[config.mk]
export PLATFORM = sky130hd
export DESIGN_NAME = tx_arbiter
export DESIGN_NICKNAME = d
export VERILOG_FILES = /design/src/rtl/tx_arbiter_pkg.sv /design/src/rtl/tx_arbiter_rr_pick2.sv /design/src/rtl/tx_arbiter.sv
export SDC_FILE = /design/constraint.sdc
export NUM_CORES = 1
export LEC_CHECK = 0
export ABC_AREA = 1
export ABC_CLOCK_PERIOD_IN_PS = 1900
export CAP_MARGIN = 20
export CORE_ASPECT_RATIO = 0.7
export CORE_UTILIZATION = 39
export CTS_BUF_LIST = sky130_fd_sc_hd__clkbuf_8
export DETAILED_ROUTE_END_ITERATION = 16
export PLACE_DENSITY = 0.82
export SYNTH_ARGS = -nofsm -noshare
export SYNTH_HDL_FRONTEND = slang
export SYNTH_SLANG_ARGS = --single-unit
[constraint.sdc]
create_clock -name nocclk -period 1.9 [get_ports nocclk]
set_input_delay 0.19 -clock nocclk [delete_from_list [all_inputs] [get_ports nocclk]]
set_output_delay 0.19 -clock nocclk [all_outputs]
set_load 0.005 [all_outputs]
[src/rtl/tx_arbiter_pkg.sv]
// Shared flit types for the inter-device transmit path: flit layout, flit kind
// and the arbiter's "no owner" encoding.
package types;

    typedef enum logic [1:0] {
        HEAD     = 2'd0,
        BODY     = 2'd1,
        TAIL     = 2'd2,
        HEADTAIL = 2'd3
    } flit_type_e;

    localparam int FLIT_PAYLOAD_W = 30;

    typedef struct packed {
        flit_type_e                ftype;
        logic [FLIT_PAYLOAD_W-1:0] payload;
    } flit_t;

    localparam logic [1:0] OWNER_NONE = 2'd3;

    typedef enum logic {
        S_IDLE = 1'b0,
        S_LOCK = 1'b1
    } arb_state_e;

    function automatic logic is_tail(input flit_t f);
        return (f.ftype == TAIL) || (f.ftype == HEADTAIL);
    endfunction

endpackage

[src/rtl/tx_arbiter_rr_pick2.sv]
// Two-way round-robin picker between requesters 1 and 2; prefers the one that
// did not win the previous packet start. Returns OWNER_NONE when neither asks.
module rr_pick2
    import types::*;
(
    input  logic       req1,
    input  logic       req2,
    input  logic [1:0] rr_last,
    output logic [1:0] pick
);

    always_comb begin
        pick = OWNER_NONE;
        if (req1 && req2) begin
            pick = (rr_last == 2'd1) ? 2'd2 : 2'd1;
        end else if (req1) begin
            pick = 2'd1;
        end else if (req2) begin
            pick = 2'd2;
        end
    end

endmodule

[src/rtl/tx_arbiter.sv]
// Packet-granular transmit scheduler for the ack, retransmit and forward
// queues, with bounded starvation and a one-deep registered output.
module tx_arbiter
    import types::*;
#(
    parameter int STARVE_LIMIT = 8
) (
    input  logic  nocclk,
    input  logic  rst_n,
    input  flit_t ack_flit,
    input  logic  ack_flit_valid,
    output logic  ack_flit_ready,
    input  flit_t waiting_ack_buffer,
    input  logic  waiting_ack_buffer_valid,
    output logic  waiting_ack_buffer_ready,
    input  flit_t forwarded_flit,
    input  logic  forwarded_flit_valid,
    output logic  forwarded_flit_ready,
    output flit_t flit_out,
    output logic  flit_out_valid,
    input  logic  flit_out_ready,
    output logic [1:0] owner,
    output logic  locked
);

    localparam int CW = $clog2(STARVE_LIMIT + 1);
    localparam logic [CW-1:0] LIMIT_C = CW'(STARVE_LIMIT);

    arb_state_e           state_q, state_d;
    logic [1:0]           owner_q, owner_d;
    logic [1:0]           rr_last_q, rr_last_d;
    logic [2:0][CW-1:0]   starve_q, starve_d;
    flit_t                flit_out_q, flit_out_d;
    logic                 fov_q, fov_d;

    logic [2:0]           req;
    flit_t                src_flit [3];
    logic [1:0]           rr_pick;
    logic [1:0]           idle_winner;
    logic [1:0]           cur_owner;
    logic [2:0]           ready;
    logic                 space;
    logic                 accept;
    flit_t                sel_flit;

    assign req         = {forwarded_flit_valid, waiting_ack_buffer_valid, ack_flit_valid};
    assign src_flit[0] = ack_flit;
    assign src_flit[1] = waiting_ack_buffer;
    assign src_flit[2] = forwarded_flit;

    rr_pick2 u_rr_pick2 (
        .req1    (req[1]),
        .req2    (req[2]),
        .rr_last (rr_last_q),
        .pick    (rr_pick)
    );

    // Starved requesters first (lowest index), then ack, then round-robin 1/2.
    always_comb begin
        idle_winner = OWNER_NONE;
        if (req[0]) begin
            idle_winner = 2'd0;
        end else begin
            idle_winner = rr_pick;
        end
        for (int i = 2; i >= 0; i--) begin
            if (req[i] && (starve_q[i] == LIMIT_C)) begin
                idle_winner = 2'(i);
            end
        end
    end

    assign cur_owner = (state_q == S_LOCK) ? owner_q : idle_winner;
    assign space     = !fov_q || flit_out_ready;

    always_comb begin
        for (int i = 0; i < 3; i++) begin
            ready[i] = (cur_owner == 2'(i)) && space;
        end
    end

    assign accept = |(ready & req);

    always_comb begin
        case (cur_owner)
            2'd0:    sel_flit = src_flit[0];
            2'd1:    sel_flit = src_flit[1];
            2'd2:    sel_flit = src_flit[2];
            default: sel_flit = '0;
        endcase
    end

    always_comb begin
        state_d    = state_q;
        owner_d    = owner_q;
        rr_last_d  = rr_last_q;
        starve_d   = starve_q;
        flit_out_d = flit_out_q;
        fov_d      = fov_q;

        if (accept) begin
            flit_out_d = sel_flit;
            fov_d      = 1'b1;
            if (state_q == S_IDLE) begin
                if (!is_tail(sel_flit)) begin
                    state_d = S_LOCK;
                    owner_d = cur_owner;
                end
                if (cur_owner != 2'd0) begin
                    rr_last_d = cur_owner;
                end
                for (int i = 0; i < 3; i++) begin
                    if (cur_owner == 2'(i)) begin
                        starve_d[i] = '0;
                    end else if (req[i] && (starve_q[i] != LIMIT_C)) begin
                        starve_d[i] = starve_q[i] + CW'(1);
                    end
                end
            end else if (is_tail(sel_flit)) begin
                state_d = S_IDLE;
                owner_d = OWNER_NONE;
            end
        end else if (flit_out_ready) begin
            fov_d = 1'b0;
        end
    end

    always_ff @(posedge nocclk or negedge rst_n) begin
        if (!rst_n) begin
            state_q    <= S_IDLE;
            owner_q    <= OWNER_NONE;
            rr_last_q  <= 2'd2;
            starve_q   <= '0;
            flit_out_q <= '0;
            fov_q      <= 1'b0;
        end else begin
            state_q    <= state_d;
            owner_q    <= owner_d;
            rr_last_q  <= rr_last_d;
            starve_q   <= starve_d;
            flit_out_q <= flit_out_d;
            fov_q      <= fov_d;
        end
    end

    assign ack_flit_ready           = ready[0];
    assign waiting_ack_buffer_ready = ready[1];
    assign forwarded_flit_ready     = ready[2];
    assign flit_out                 = flit_out_q;
    assign flit_out_valid           = fov_q;
    assign owner                    = cur_owner;
    assign locked                   = (state_q == S_LOCK);

endmodule

==> flow_summary.rst, run 1 <==
.. list-table::
   :header-rows: 1

   * - Metric
     - Value
   * - Violated checks
     - setup timing
   * - Vert. Die Dim
     - 75.46 um
   * - Final Setup Violations
     - 55
   * - Syn nets
     - 541
   * - Worst slew margin
     - 76.22%
   * - Average detailed-routed wire length per instance
     - 15.02 um
   * - Post-Synthesis Cell Area
     - 0.003007 mm^2
   * - H-tree depth
     - 2
   * - Critical path buffer and inverter count
     - 5
   * - Worst slew pin tran
     - 0.3529 ns
   * - Violation count after the first detailed-route iteration
     - 233
   * - Routability cong.
     - 0.9500
   * - Starting utilization of the core area
     - 40.72%
   * - Largest stage delay on the critical path
     - 0.41 ns
   * - Arrival time at the worst endpoint
     - 2.60 ns
   * - Worst-path cell with the longest stage delay
     - sky130_fd_sc_hd__dfrtp_1
   * - CP endpoint kind
     - flip-flop
   * - Minimum clock period
     - 2.380 ns
   * - CTS Buffer Depth
     - 2
   * - Top-level port count
     - 141
   * - Worst-case clock skew
     - 0.006188 ns
   * - Vias per Instance
     - 5.003
   * - Synth async-reset ratio
     - 100.0%
   * - Area share of the largest cell type after synthesis
     - 39.12%
   * - Final cycle utilization of the critical path
     - 125.2%
   * - Startpoint type of the worst setup path
     - flip-flop
   * - Final setup margin
     - -0.4795 ns
   * - Count of endpoints failing hold in the final timing report
     - 0
   * - Worst Path Class, Setup
     - reg -> reg
   * - TritonCTS Sinks
     - 50
   * - Clock transition time at the flip-flop clock pins of the worst setup and hold paths
     - 0.10 ns
   * - Drt drc
     - 0
   * - Worst endpoint required time
     - 2.12 ns
   * - Antenna violations before repair
     - 0
   * - Vias in the first global route
     - 3,420
   * - Estimated wirelength of the detail-placed design
     - 7086 um
   * - Buffers added on ports
     - 140
   * - Layout Utilization
     - 74.87%
   * - Total routing usage reported by global routing
     - 25.20%
   * - Outcome
     - finished with violations
   * - Clock tree from TritonCTS
     - yes
   * - Net count of the finished layout
     - 739
   * - Path type of the worst min-delay path
     - in -> async
   * - Synthesis-stage register bit count
     - 50
   * - Static leakage
     - 0.002706 uW
   * - Cell area power density
     - 1715 mW/mm^2
   * - Crit-path max FO
     - 5
   * - Post-layout total power
     - 9481 uW
   * - Number of buffers added by the clock tree synthesis step
     - 5
   * - Clock latency on the worst-skew pair
     - 0.30 ns
   * - Number of flops mapped to enable cells by yosys
     - 0
   * - Average size of a mapped cell
     - 6.944 um^2
   * - Total global routing overflow
     - 0
   * - Vias
     - 3,652
   * - Synthesized instance count
     - 433
   * - Cells taking the most area after synthesis
     - sky130_fd_sc_hd__dfrtp_1, sky130_fd_sc_hd__nand2_1, sky130_fd_sc_hd__nand3_1
   * - Maximum number of pins on one net before global-route repair
     - 21
   * - Layout cell share with drive strength beyond 1
     - 26.90%
   * - Core Rows
     - 26
   * - Worst path cell trace
     - inv_1, ha_2, nand4_1, nand2_2, nor2_2, nand2_2, nand2_4, buf_6, inv_8, nand4_1, nand3_4, buf_6, buf_6, nand4_1, o21ai_1
   * - Max Slew Vio Count
     - 0
   * - Internal reg-to-reg setup slack
     - -0.48 ns
   * - Post-synth top area cell
     - sky130_fd_sc_hd__dfrtp_1
   * - RSZ-0062 raised after global routing
     - true
   * - Post-synth cell types
     - 27
   * - Yosys warning count
     - 0
   * - Die footprint
     - 0.008070 mm^2
   * - VDD IR max
     - 0.0008271 V
   * - Top flip-flop cell by instance count after synthesis
     - sky130_fd_sc_hd__dfrtp_1
   * - Total core area
     - 0.007385 mm^2
   * - WL final
     - 10,960 um
   * - Global-route wire length before repair
     - 15,950 um
   * - Number of nets still failing antenna checks after routing
     - 0
   * - Register area share after synthesis
     - 41.74%
   * - Family with the most delay on the worst path
     - simple AND/OR/NAND/NOR gates
   * - Maximum achievable frequency
     - 420.2 MHz
   * - Cell at the root of the clock tree
     - sky130_fd_sc_hd__clkbuf_8
   * - Layout overhead on the synthesized area
     - 83.90%
   * - Count of TritonRoute iterations in the first routing pass
     - 5
   * - Fill count
     - 530
   * - Die Span X
     - 106.9 um
   * - Number of diodes added for antenna fixing
     - 0
   * - Maximum Capacitance Violations
     - 0
-- Yosys cell counts, types with 2 or more instances --
cell                      number
sky130_fd_sc_hd__o21ai_1      10
sky130_fd_sc_hd__nor2_1        7
sky130_fd_sc_hd__buf_1         3
sky130_fd_sc_hd__nand3_2       2
sky130_fd_sc_hd__nand3_1      41
sky130_fd_sc_hd__buf_6         3
sky130_fd_sc_hd__xor2_1        6
sky130_fd_sc_hd__ha_1          6
sky130_fd_sc_hd__buf_4         5
sky130_fd_sc_hd__inv_2         6
sky130_fd_sc_hd__inv_1        20
sky130_fd_sc_hd__dfrtp_1      47
sky130_fd_sc_hd__buf_2         6
sky130_fd_sc_hd__nand2_2       4
sky130_fd_sc_hd__nand2_1     238
sky130_fd_sc_hd__nand2_4       2
sky130_fd_sc_hd__dfstp_2       3
sky130_fd_sc_hd__nand4_1      11
sky130_fd_sc_hd__a21oi_1       5
-- sequential cells by signal (all words and copies together), names as in the netlist --
signal / flops
flit_out: 32
starve_q: 12
owner_q: 2
rr_last_q: 2
flit_out_valid: 1
locked: 1
-- per-layer routing --
| layer | track usage (%) | part of all wire [%] | vias to the layer above |
|---|---|---|---|
| li1 | - | - | 1756 |
| met1 | 31.11 | 42 | 1710 |
| met2 | 46.59 | 49 | 163 |
| met3 | 5.389 | 7.4 | 23 |
| met4 | 4.871 | 1.5 | 0 |
| met5 | 0 | 0 | - |
-- through the flow --
| step | instance area (um^2) | hold slack (ns) | worst slack (ns) | cells | TNS (ns) |
|---|---|---|---|---|---|
| after floorplan | 3007 | -0.1056 | 0.01272 | 433 | 0 |
| after CTS | 5291 | 0.3265 | -0.1692 | 724 | -7.478 |
| final | 5529 | 0.3184 | -0.4795 | 730 | -21.33 |
| after detailed placement | 4813 | 0.1197 | -0.3571 | 694 | -16.97 |
| after global routing | 5529 | 0.3553 | -0.6157 | 730 | -27.85 |
| after global placement | 4813 | 0.1144 | -0.3029 | 694 | -13.55 |
-- worst register-to-register path: cells and delay by family, from the launching register on --
| kind | cells | cell delay [ns] |
|---|---|---|
| buffers and inverters | 5 | 0.54 |
| AND/OR/NAND/NOR | 8 | 1.02 |
| AO/OA/AOI/OAI | 1 | 0.12 |
| adder cells (fa/ha/maj) | 1 | 0.20 |
| flip-flops | 1 | 0.41 |
-- where the power goes --
part	switching (uW)	leakage, uW	internal [uW]
clock network	374	0.0000556	388
logic	3470	0.00202	3400
registers	272	0.000628	1570
total	4120	0.00271	5360
-- final timing paths --
| check | start | endpoint | cells after the start |
|---|---|---|---|
| setup / recovery | starve_q[1] | starve_q[2] | 15 |
| hold / removal | rst_n | flit_out[2] | 2 |
| setup reg to reg | starve_q[1] | starve_q[2] | 15 |
| hold reg to reg | owner_q[0] | owner_q[0] | 2 |
| max in group asynchronous | rst_n | rr_last_q[1] | 3 |
| min in group nocclk | owner_q[0] | owner_q[0] | 2 |
-- cells by family after synthesis --
family	share of synthesized area (%)
and+or+nand+nor	43.78
adders and majority gates	2.497
buffers and inverters	7.324
xor gates and xnor gates	1.748
AOI/OAI and AO/OA	2.913
DFF	41.74
-- repair_timing --
action | 4_1_cts | 5_1_grt
setup endpoints to repair | 55 | 55
gates cloned | 3 | 2
hold buffers | 1 | 0
setup buffers | 19 | 4
resized for setup | 74 | 50
pin swaps | 20 | 30
endpoints found under the hold margin | 13 | 0
-- cell usage in the layout (no fill, tap or decap), types with 2 or more instances in the layout --
master,netlist,final
sky130_fd_sc_hd__a21oi_1,5,2
sky130_fd_sc_hd__a21oi_4,0,2
sky130_fd_sc_hd__buf_12,0,9
sky130_fd_sc_hd__buf_16,0,2
sky130_fd_sc_hd__buf_2,6,4
sky130_fd_sc_hd__buf_4,5,46
sky130_fd_sc_hd__buf_6,3,9
sky130_fd_sc_hd__clkbuf_16,0,2
sky130_fd_sc_hd__clkbuf_8,0,5
sky130_fd_sc_hd__clkdlybuf4s50_1,0,134
sky130_fd_sc_hd__dfrtp_1,47,47
sky130_fd_sc_hd__dfstp_2,3,3
sky130_fd_sc_hd__ha_1,6,3
sky130_fd_sc_hd__ha_4,0,2
sky130_fd_sc_hd__inv_1,20,15
sky130_fd_sc_hd__inv_2,6,9
sky130_fd_sc_hd__inv_4,1,2
sky130_fd_sc_hd__nand2_1,238,189
sky130_fd_sc_hd__nand2_2,4,46
sky130_fd_sc_hd__nand2_4,2,7
sky130_fd_sc_hd__nand2_8,0,2
sky130_fd_sc_hd__nand3_1,41,38
sky130_fd_sc_hd__nand3_2,2,4
sky130_fd_sc_hd__nand3_4,1,3
sky130_fd_sc_hd__nand4_1,11,11
sky130_fd_sc_hd__nor2_1,7,6
sky130_fd_sc_hd__o21ai_1,10,8
sky130_fd_sc_hd__o21ai_2,0,2
sky130_fd_sc_hd__xor2_1,6,6
-- layout make-up --
class / instances / area [um^2] / area share (%)
multi-input combinational: 339 / 1810 / 32.75
sequential: 50 / 1255 / 22.70
clock inverter: 3 / 41.29 / 0.7468
clock buffer: 5 / 68.82 / 1.245
inverter: 28 / 127.6 / 2.308
timing repair buffer: 207 / 2103 / 38.04
tap: 98 / 122.6 / 2.218
(Power assumes the default switching activity.)
==> run 2, diff against run 1 <==
ABC_CLOCK_PERIOD_IN_PS = 2009   (was 1900)
CAP_MARGIN = 5   (was 20)
clock period = 2.01 ns   (was 1.9 ns; I/O delays follow)
==> flow_summary.rst, run 2 (same netlist as run 1, synthesis figures left out) <==
.. list-table::
   :header-rows: 1

   * - Metric
     - Value
   * - Outcome
     - finished with violations
   * - Violated checks
     - setup timing
   * - H-tree depth
     - 2 (unchanged)
   * - Buffers added on ports
     - 140 (unchanged)
   * - Arrival time at the worst endpoint
     - 1.96 ns (-0.64 ns)
   * - Fill count
     - 581 (+9.6%)
   * - Family with the most delay on the worst path
     - simple AND/OR/NAND/NOR gates
   * - Global-route wire length before repair
     - 15,390 um (-3.5%)
   * - Static leakage
     - 0.002660 uW (-1.7%)
   * - Estimated wirelength of the detail-placed design
     - 7048 um (-0.53%)
   * - Violation count after the first detailed-route iteration
     - 248 (+6.4%)
   * - Most common cell after layout, fill and taps aside
     - sky130_fd_sc_hd__nand2_1
   * - Total routing usage reported by global routing
     - 24.52% (-0.68 points)
   * - Final setup margin
     - -0.1518 ns (+0.3277 ns)
   * - Die footprint
     - 0.008070 mm^2 (unchanged)
   * - Max Slew Vio Count
     - 0 (unchanged)
   * - Cell at the root of the clock tree
     - sky130_fd_sc_hd__clkbuf_8
   * - Wire length on met3
     - 741 um (-9.2%)
   * - RSZ-0062 raised after global routing
     - true
   * - Worst path cell trace
     - inv_2, ha_4, nand4_1, inv_1, nor2_2, nand2_2, nand2_4, inv_6, buf_6, nor2_8, inv_2, nor2_1, buf_2
   * - Largest stage delay on the critical path
     - 0.38 ns (-0.03 ns)
   * - Worst endpoint required time
     - 1.81 ns (-0.31 ns)
   * - Vias in the first global route
     - 3,307 (-3.3%)
   * - Worst path most repeated cell
     - sky130_fd_sc_hd__inv_2
   * - Routability cong.
     - 0.9542 (+0.44%)
   * - Top-level port count
     - 141 (unchanged)
   * - Antenna violations before repair
     - 0 (unchanged)
   * - Starting utilization of the core area
     - 40.72% (unchanged)
   * - Final Setup Violations
     - 52 (-5.5%)
   * - Core Rows
     - 26 (unchanged)
   * - Number of nets still failing antenna checks after routing
     - 0 (unchanged)
   * - CTS Buffer Depth
     - 2 (unchanged)
   * - Flip-flop count of the largest register after layout
     - 32 (unchanged)
   * - Maximum number of pins on one net before global-route repair
     - 25 (+19%)
   * - Die Span X
     - 106.9 um (unchanged)
   * - Post-place setup slack
     - -0.2729 ns (+0.08424 ns)
   * - Clock latency on the worst-skew pair
     - 0.31 ns (about the same)
   * - Layout cell share with drive strength beyond 1
     - 22.20% (-4.7 points)
   * - TritonCTS Sinks
     - 50 (unchanged)
   * - Crit-path max FO
     - 4 (-1)
   * - Worst-case clock skew
     - 0.01085 ns (+0.004662 ns)
   * - Drt drc
     - 0 (unchanged)
   * - Clock transition time at the flip-flop clock pins of the worst setup and hold paths
     - 0.10 ns (about the same)
   * - DR top layer
     - met4
   * - Count of endpoints failing hold in the final timing report
     - 0 (unchanged)
   * - Worst Path Class, Setup
     - reg -> out
   * - Vias per Instance
     - 4.979 (-0.47%)
   * - CP endpoint kind
     - primary output
   * - Maximum achievable frequency
     - 462.6 MHz
   * - Layout overhead on the synthesized area
     - 79.53%
   * - Path type of the worst min-delay path
     - in -> async
   * - Net count of the finished layout
     - 733 (-0.81%)
   * - Worst Hold Slack
     - 0.3406 ns (+0.02222 ns)
   * - Count of TritonRoute iterations in the first routing pass
     - 5 (unchanged)
   * - Vias
     - 3,605 (-1.3%)
   * - Minimum clock period
     - 2.162 ns
   * - Number of diodes added for antenna fixing
     - 0 (unchanged)
   * - WL final
     - 11,010 um (+0.44%)
   * - Final cycle utilization of the critical path
     - 107.6%
   * - Total global routing overflow
     - 0 (unchanged)
   * - Worst slew margin
     - 72.97% (-3.3 points)
   * - Met1 WL
     - 4779 um (+4.7%)
   * - Clock tree from TritonCTS
     - yes
   * - Routed met2 length
     - 5377 um (-0.72%)
   * - Maximum Capacitance Violations
     - 0 (unchanged)
   * - Average detailed-routed wire length per instance
     - 15.21 um (+1.3%)
   * - Worst-path cell with the longest stage delay
     - sky130_fd_sc_hd__dfrtp_1
   * - Post-layout total power
     - 8613 uW (-9.1%)
   * - Worst slew pin tran
     - 0.4055 ns (+0.05257 ns)
   * - Total core area
     - 0.007385 mm^2 (unchanged)
   * - Critical path buffer and inverter count
     - 6 (+1)
   * - Number of buffers added by the clock tree synthesis step
     - 5 (unchanged)
   * - Startpoint type of the worst setup path
     - flip-flop
   * - Top library cells by usage in the layout, fill and taps aside
     - sky130_fd_sc_hd__nand2_1, sky130_fd_sc_hd__clkdlybuf4s50_1, sky130_fd_sc_hd__dfrtp_1
   * - Vert. Die Dim
     - 75.46 um (unchanged)
   * - Cell area power density
     - 1596 mW/mm^2 (-6.9%)
   * - VDD IR max
     - 0.0009541 V (+15%)
==> run 2: cell types whose count changed in the layout (fill, tap and decap cells not counted), sizes merged <==
cell and delta:
buf -9, clkbuf +3, clkinvlp -1, inv +1
==> run 2: area by class of cell <==
type	instances	area, um^2	share of cell area (%)
Inverter	28	125.1	2.318
Multi-Input combinational cell	339	1728	32.01
Sequential cell	50	1255	23.25
Timing Repair Buffer	201	2051	37.99
Tap cell	98	122.6	2.272
Clock buffer	5	68.82	1.275
Clock inverter	3	47.55	0.8809
==> run 2: final timing paths <==
path | start | to | slack (ns) | depth (start not counted)
setup / recovery | starve_q[4] | forwarded_flit_ready | -0.15 | 13
hold / removal | rst_n | flit_out[29] | 0.34 | 2
setup reg to reg | starve_q[4] | starve_q[1] | -0.13 | 15
hold reg to reg | owner_q[1] | owner_q[1] | 0.47 | 2
max in group asynchronous | rst_n | rr_last_q[1] | 1.00 | 3
min in group nocclk | owner_q[1] | owner_q[1] | 0.47 | 2
==> run 2: per-stage QoR <==
step / util (%) / cells / instance area, um^2 / TNS, ns
floorplan: - / 433 / 3007 / 0
global placement: 64.10 / 690 / 4733 / -7.065
detailed placement: 64.10 / 690 / 4733 / -11.61
CTS: 70.03 / 715 / 5171 / -2.035
global route: 73.09 / 724 / 5398 / -11.61
finish: 73.09 / 724 / 5398 / -4.820
==> run 2: routing by layer <==
| metal | up-vias | track usage, % |
|---|---|---|
| met1 | 1694 | 31.48 |
| li1 | 1740 | - |
| met2 | 159 | 44.23 |
| met3 | 12 | 4.619 |
| met4 | 0 | 4.718 |
| met5 | - | 0 |
==> run 2: power by group <==
| group | internal [uW] | switching [uW] |
|---|---|---|
| sequential | 1490 | 255 |
| combinational | 3020 | 3100 |
| clock | 380 | 364 |
| total | 4890 | 3720 |
==> run 2: what timing repair did <==
action,in CTS,in global routing
pin swaps,21,23
hold buffers,1,0
setup buffers,14,5
gates cloned,2,4
gates resized for setup,63,33
setup endpoints to repair,54,55
hold endpoints to repair,11,0
==> run 3, diff against run 2 <==
ABC_AREA = unset   (was 1)
PLACE_DENSITY = 0.8   (was 0.82)
SLEW_MARGIN = 40   (was unset)
==> flow_summary.rst, run 3 <==
.. list-table::
   :header-rows: 1

   * - Metric
     - Value
   * - Outcome
     - finished with violations
   * - Violated checks
     - setup timing
   * - Die Span X
     - 110.2 um (+3.0%)
   * - Number of nets still failing antenna checks after routing
     - 0 (unchanged)
   * - Number of flops mapped to enable cells by yosys
     - 0 (unchanged)
   * - Minimum clock period
     - 2.559 ns (+0.3969 ns)
   * - Area share of the largest cell type after synthesis
     - 36.83% (-2.3 points)
   * - Clock tree from TritonCTS
     - yes
   * - Layout overhead on the synthesized area
     - 90.87%
   * - Drt drc
     - 0 (unchanged)
   * - Final Setup Violations
     - 54 (+3.8%)
   * - Top-level port count
     - 141 (unchanged)
   * - Post-place setup slack
     - -0.6910 ns (-0.4181 ns)
   * - Dominant cell by count in the synthesized netlist
     - sky130_fd_sc_hd__dfrtp_1
   * - Starting utilization of the core area
     - 40.39% (-0.32 points)
   * - Vias per Instance
     - 5.413 (+8.7%)
   * - Estimated wirelength of the detail-placed design
     - 7418 um (+5.3%)
   * - Maximum achievable frequency
     - 390.8 MHz (-16%)
   * - VDD IR max
     - 0.0008960 V (-6.1%)
   * - H-tree depth
     - 2 (unchanged)
   * - Total core area
     - 0.007905 mm^2 (+7.0%)
   * - Synthesized instance count
     - 294 (-32%)
   * - Post-synth cell types
     - 56 (+110%)
   * - Global-route wire length before repair
     - 16,720 um (+8.6%)
   * - Average size of a mapped cell
     - 10.86 um^2 (+56%)
   * - Path type of the worst min-delay path
     - in -> async
   * - Maximum Capacitance Violations
     - 0 (unchanged)
   * - Post-synth top cells
     - sky130_fd_sc_hd__dfrtp_1, sky130_fd_sc_hd__mux2i_1, sky130_fd_sc_hd__o2bb2ai_1
   * - Worst Hold Slack
     - 0.3892 ns (+0.04855 ns)
   * - Routability cong.
     - 0.8773 (-8.1%)
   * - Worst endpoint required time
     - 2.21 ns (+0.40 ns)
   * - Max Slew Vio Count
     - 0 (unchanged)
   * - Post-route setup TNS
     - -24.73 ns (-19.91 ns)
   * - RSZ-0062 raised after global routing
     - true
   * - Total global routing overflow
     - 0 (unchanged)
   * - Yosys warning count
     - 0 (unchanged)
   * - Top flip-flop cell by instance count after synthesis
     - sky130_fd_sc_hd__dfrtp_1
   * - Flip-flop count of the largest register after layout
     - 32 (unchanged)
   * - Arrival time at the worst endpoint
     - 2.76 ns (+0.80 ns)
   * - Synth async-reset ratio
     - 100.0% (unchanged)
   * - Clock latency on the worst-skew pair
     - 0.31 ns (about the same)
   * - Maximum number of pins on one net before global-route repair
     - 51 (+100%)
   * - Worst-case clock skew
     - 0.007978 ns (-0.002872 ns)
   * - Core Rows
     - 27 (+3.8%)
   * - WL final
     - 11,510 um (+4.6%)
   * - Average detailed-routed wire length per instance
     - 18.57 um (+22%)
   * - Static leakage
     - 0.002703 uW (+1.6%)
   * - Antenna violations before repair
     - 0 (unchanged)
   * - Violation count after the first detailed-route iteration
     - 134 (-46%)
   * - Number of diodes added for antenna fixing
     - 0 (unchanged)
   * - Internal reg-to-reg setup slack
     - -0.55 ns (-0.42 ns)
   * - TritonCTS Sinks
     - 50 (unchanged)
   * - Worst slew margin
     - 65.07% (-7.9 points)
   * - Vias in the first global route
     - 3,413 (+3.2%)
   * - Buffers added on ports
     - 140 (unchanged)
   * - Total routing usage reported by global routing
     - 25.34% (+0.82 points)
   * - Syn nets
     - 402 (-26%)
   * - Final setup margin
     - -0.5487 ns (-0.3969 ns)
   * - Crit-path max FO
     - 13 (+9)
   * - Post-synth top area cell
     - sky130_fd_sc_hd__dfrtp_1
   * - Cells taking the most area after synthesis
     - sky130_fd_sc_hd__dfrtp_1, sky130_fd_sc_hd__mux2i_1, sky130_fd_sc_hd__mux2_1
   * - Cell at the root of the clock tree
     - sky130_fd_sc_hd__clkbuf_8
   * - Most common cell after layout, fill and taps aside
     - sky130_fd_sc_hd__clkdlybuf4s50_1
   * - Die footprint
     - 0.008559 mm^2 (+6.1%)
   * - Top library cells by usage in the layout, fill and taps aside
     - sky130_fd_sc_hd__clkdlybuf4s50_1, sky130_fd_sc_hd__buf_4, sky130_fd_sc_hd__dfrtp_1
   * - Worst Path Class, Setup
     - reg -> reg
   * - Number of buffers added by the clock tree synthesis step
     - 5 (unchanged)
   * - Count of endpoints failing hold in the final timing report
     - 0 (unchanged)
   * - Vias
     - 3,356 (-6.9%)
   * - CP endpoint kind
     - flip-flop
   * - Register area share after synthesis
     - 39.30% (-2.4 points)
   * - Count of TritonRoute iterations in the first routing pass
     - 4 (-1)
   * - Post-Synthesis Cell Area
     - 0.003193 mm^2 (+6.2%)
   * - Startpoint type of the worst setup path
     - flip-flop
   * - Cell area power density
     - 1698 mW/mm^2 (+6.4%)
   * - Final cycle utilization of the critical path
     - 127.3% (+20 points)
   * - Worst slew pin tran
     - 0.5220 ns (+0.1165 ns)
   * - Clock transition time at the flip-flop clock pins of the worst setup and hold paths
     - 0.10 ns (about the same)
   * - Synthesis-stage register bit count
     - 50 (unchanged)
   * - Vert. Die Dim
     - 77.71 um (+3.0%)
   * - Layout cell share with drive strength beyond 1
     - 37.57% (+15 points)
   * - CTS Buffer Depth
     - 2 (unchanged)
   * - Net count of the finished layout
     - 626 (-15%)
run 3: cell families (layout without fill, tap and decap cells):
family,count (synthesis),in the layout,share of synthesized area [%]
flops,50,50,39.30
buf+inv,32,257,4.898
simple gates,57,57,10.15
mux,70,70,23.43
fa+ha+maj,6,6,2.351
compound gates,79,79,19.87
run 3: worst paths after layout:
| check | startpoint | to | cells past startpoint |
|---|---|---|---|
| min in group nocclk | flit_out[31] | flit_out[31] | 1 |
| max in group asynchronous | rst_n | owner_q[0] | 3 |
| worst max-delay path | starve_q[4] | flit_out[6] | 10 |
| worst max register to register | starve_q[4] | flit_out[6] | 10 |
| worst min register to register | flit_out[31] | flit_out[31] | 1 |
| worst min-delay path | rst_n | flit_out[2] | 3 |
run 3: worst max-delay path: stages, from the launching register on:
cell and delay (ns):
sky130_fd_sc_hd__dfrtp_1 0.38, sky130_fd_sc_hd__inv_2 0.05, sky130_fd_sc_hd__ha_4 0.15, sky130_fd_sc_hd__and4b_1 0.21
sky130_fd_sc_hd__a311o_1 0.34, sky130_fd_sc_hd__a21boi_4 0.17, sky130_fd_sc_hd__inv_2 0.07, sky130_fd_sc_hd__mux2_4 0.34
sky130_fd_sc_hd__nor2_8 0.20, sky130_fd_sc_hd__buf_12 0.19, sky130_fd_sc_hd__mux2_2 0.34
run 3: layer usage:
layer	share of wire, %	global-route usage [%]
met3	6.8	4.622
met4	1.5	5.921
met5	0	0
met1	40	30.35
met2	51	46.50
run 3: timing repair:
action,CTS,global route
endpoints found under the hold margin,47,0
setup endpoints to repair,55,55
gates resized for setup,70,81
buffers inserted,19,16
hold buffers,1,0
gates cloned,1,4
pin swaps,23,20
run 3: stage by stage:
step,total power [uW],utilization (%),instances,cell area (um^2)
after floorplan,4695,-,294,3236
after detailed placement,7162,65.38,579,5169
after CTS,8911,71.59,607,5659
after global routing,10930,77.10,620,6095
after global placement,6983,65.38,579,5169
final,10350,77.10,620,6095
run 3: power by group:
group / leakage [uW] / internal [uW] / switching, uW
sequential: 0.000601 / 1510 / 324
combinational: 0.00206 / 4630 / 3300
clock: 0.0000467 / 237 / 345
total: 0.00270 / 6380 / 3970
run 3: final cells by class:
class                   count  area (um^2)
repair buffers            234         2342
multi-input cells         212         2228
fillers                   493         1810
flip-flops and latches     50         1255
well taps                 101        126.4
clock buffers               5        68.82
inverters                  15        58.81
clock inverters             3        15.01
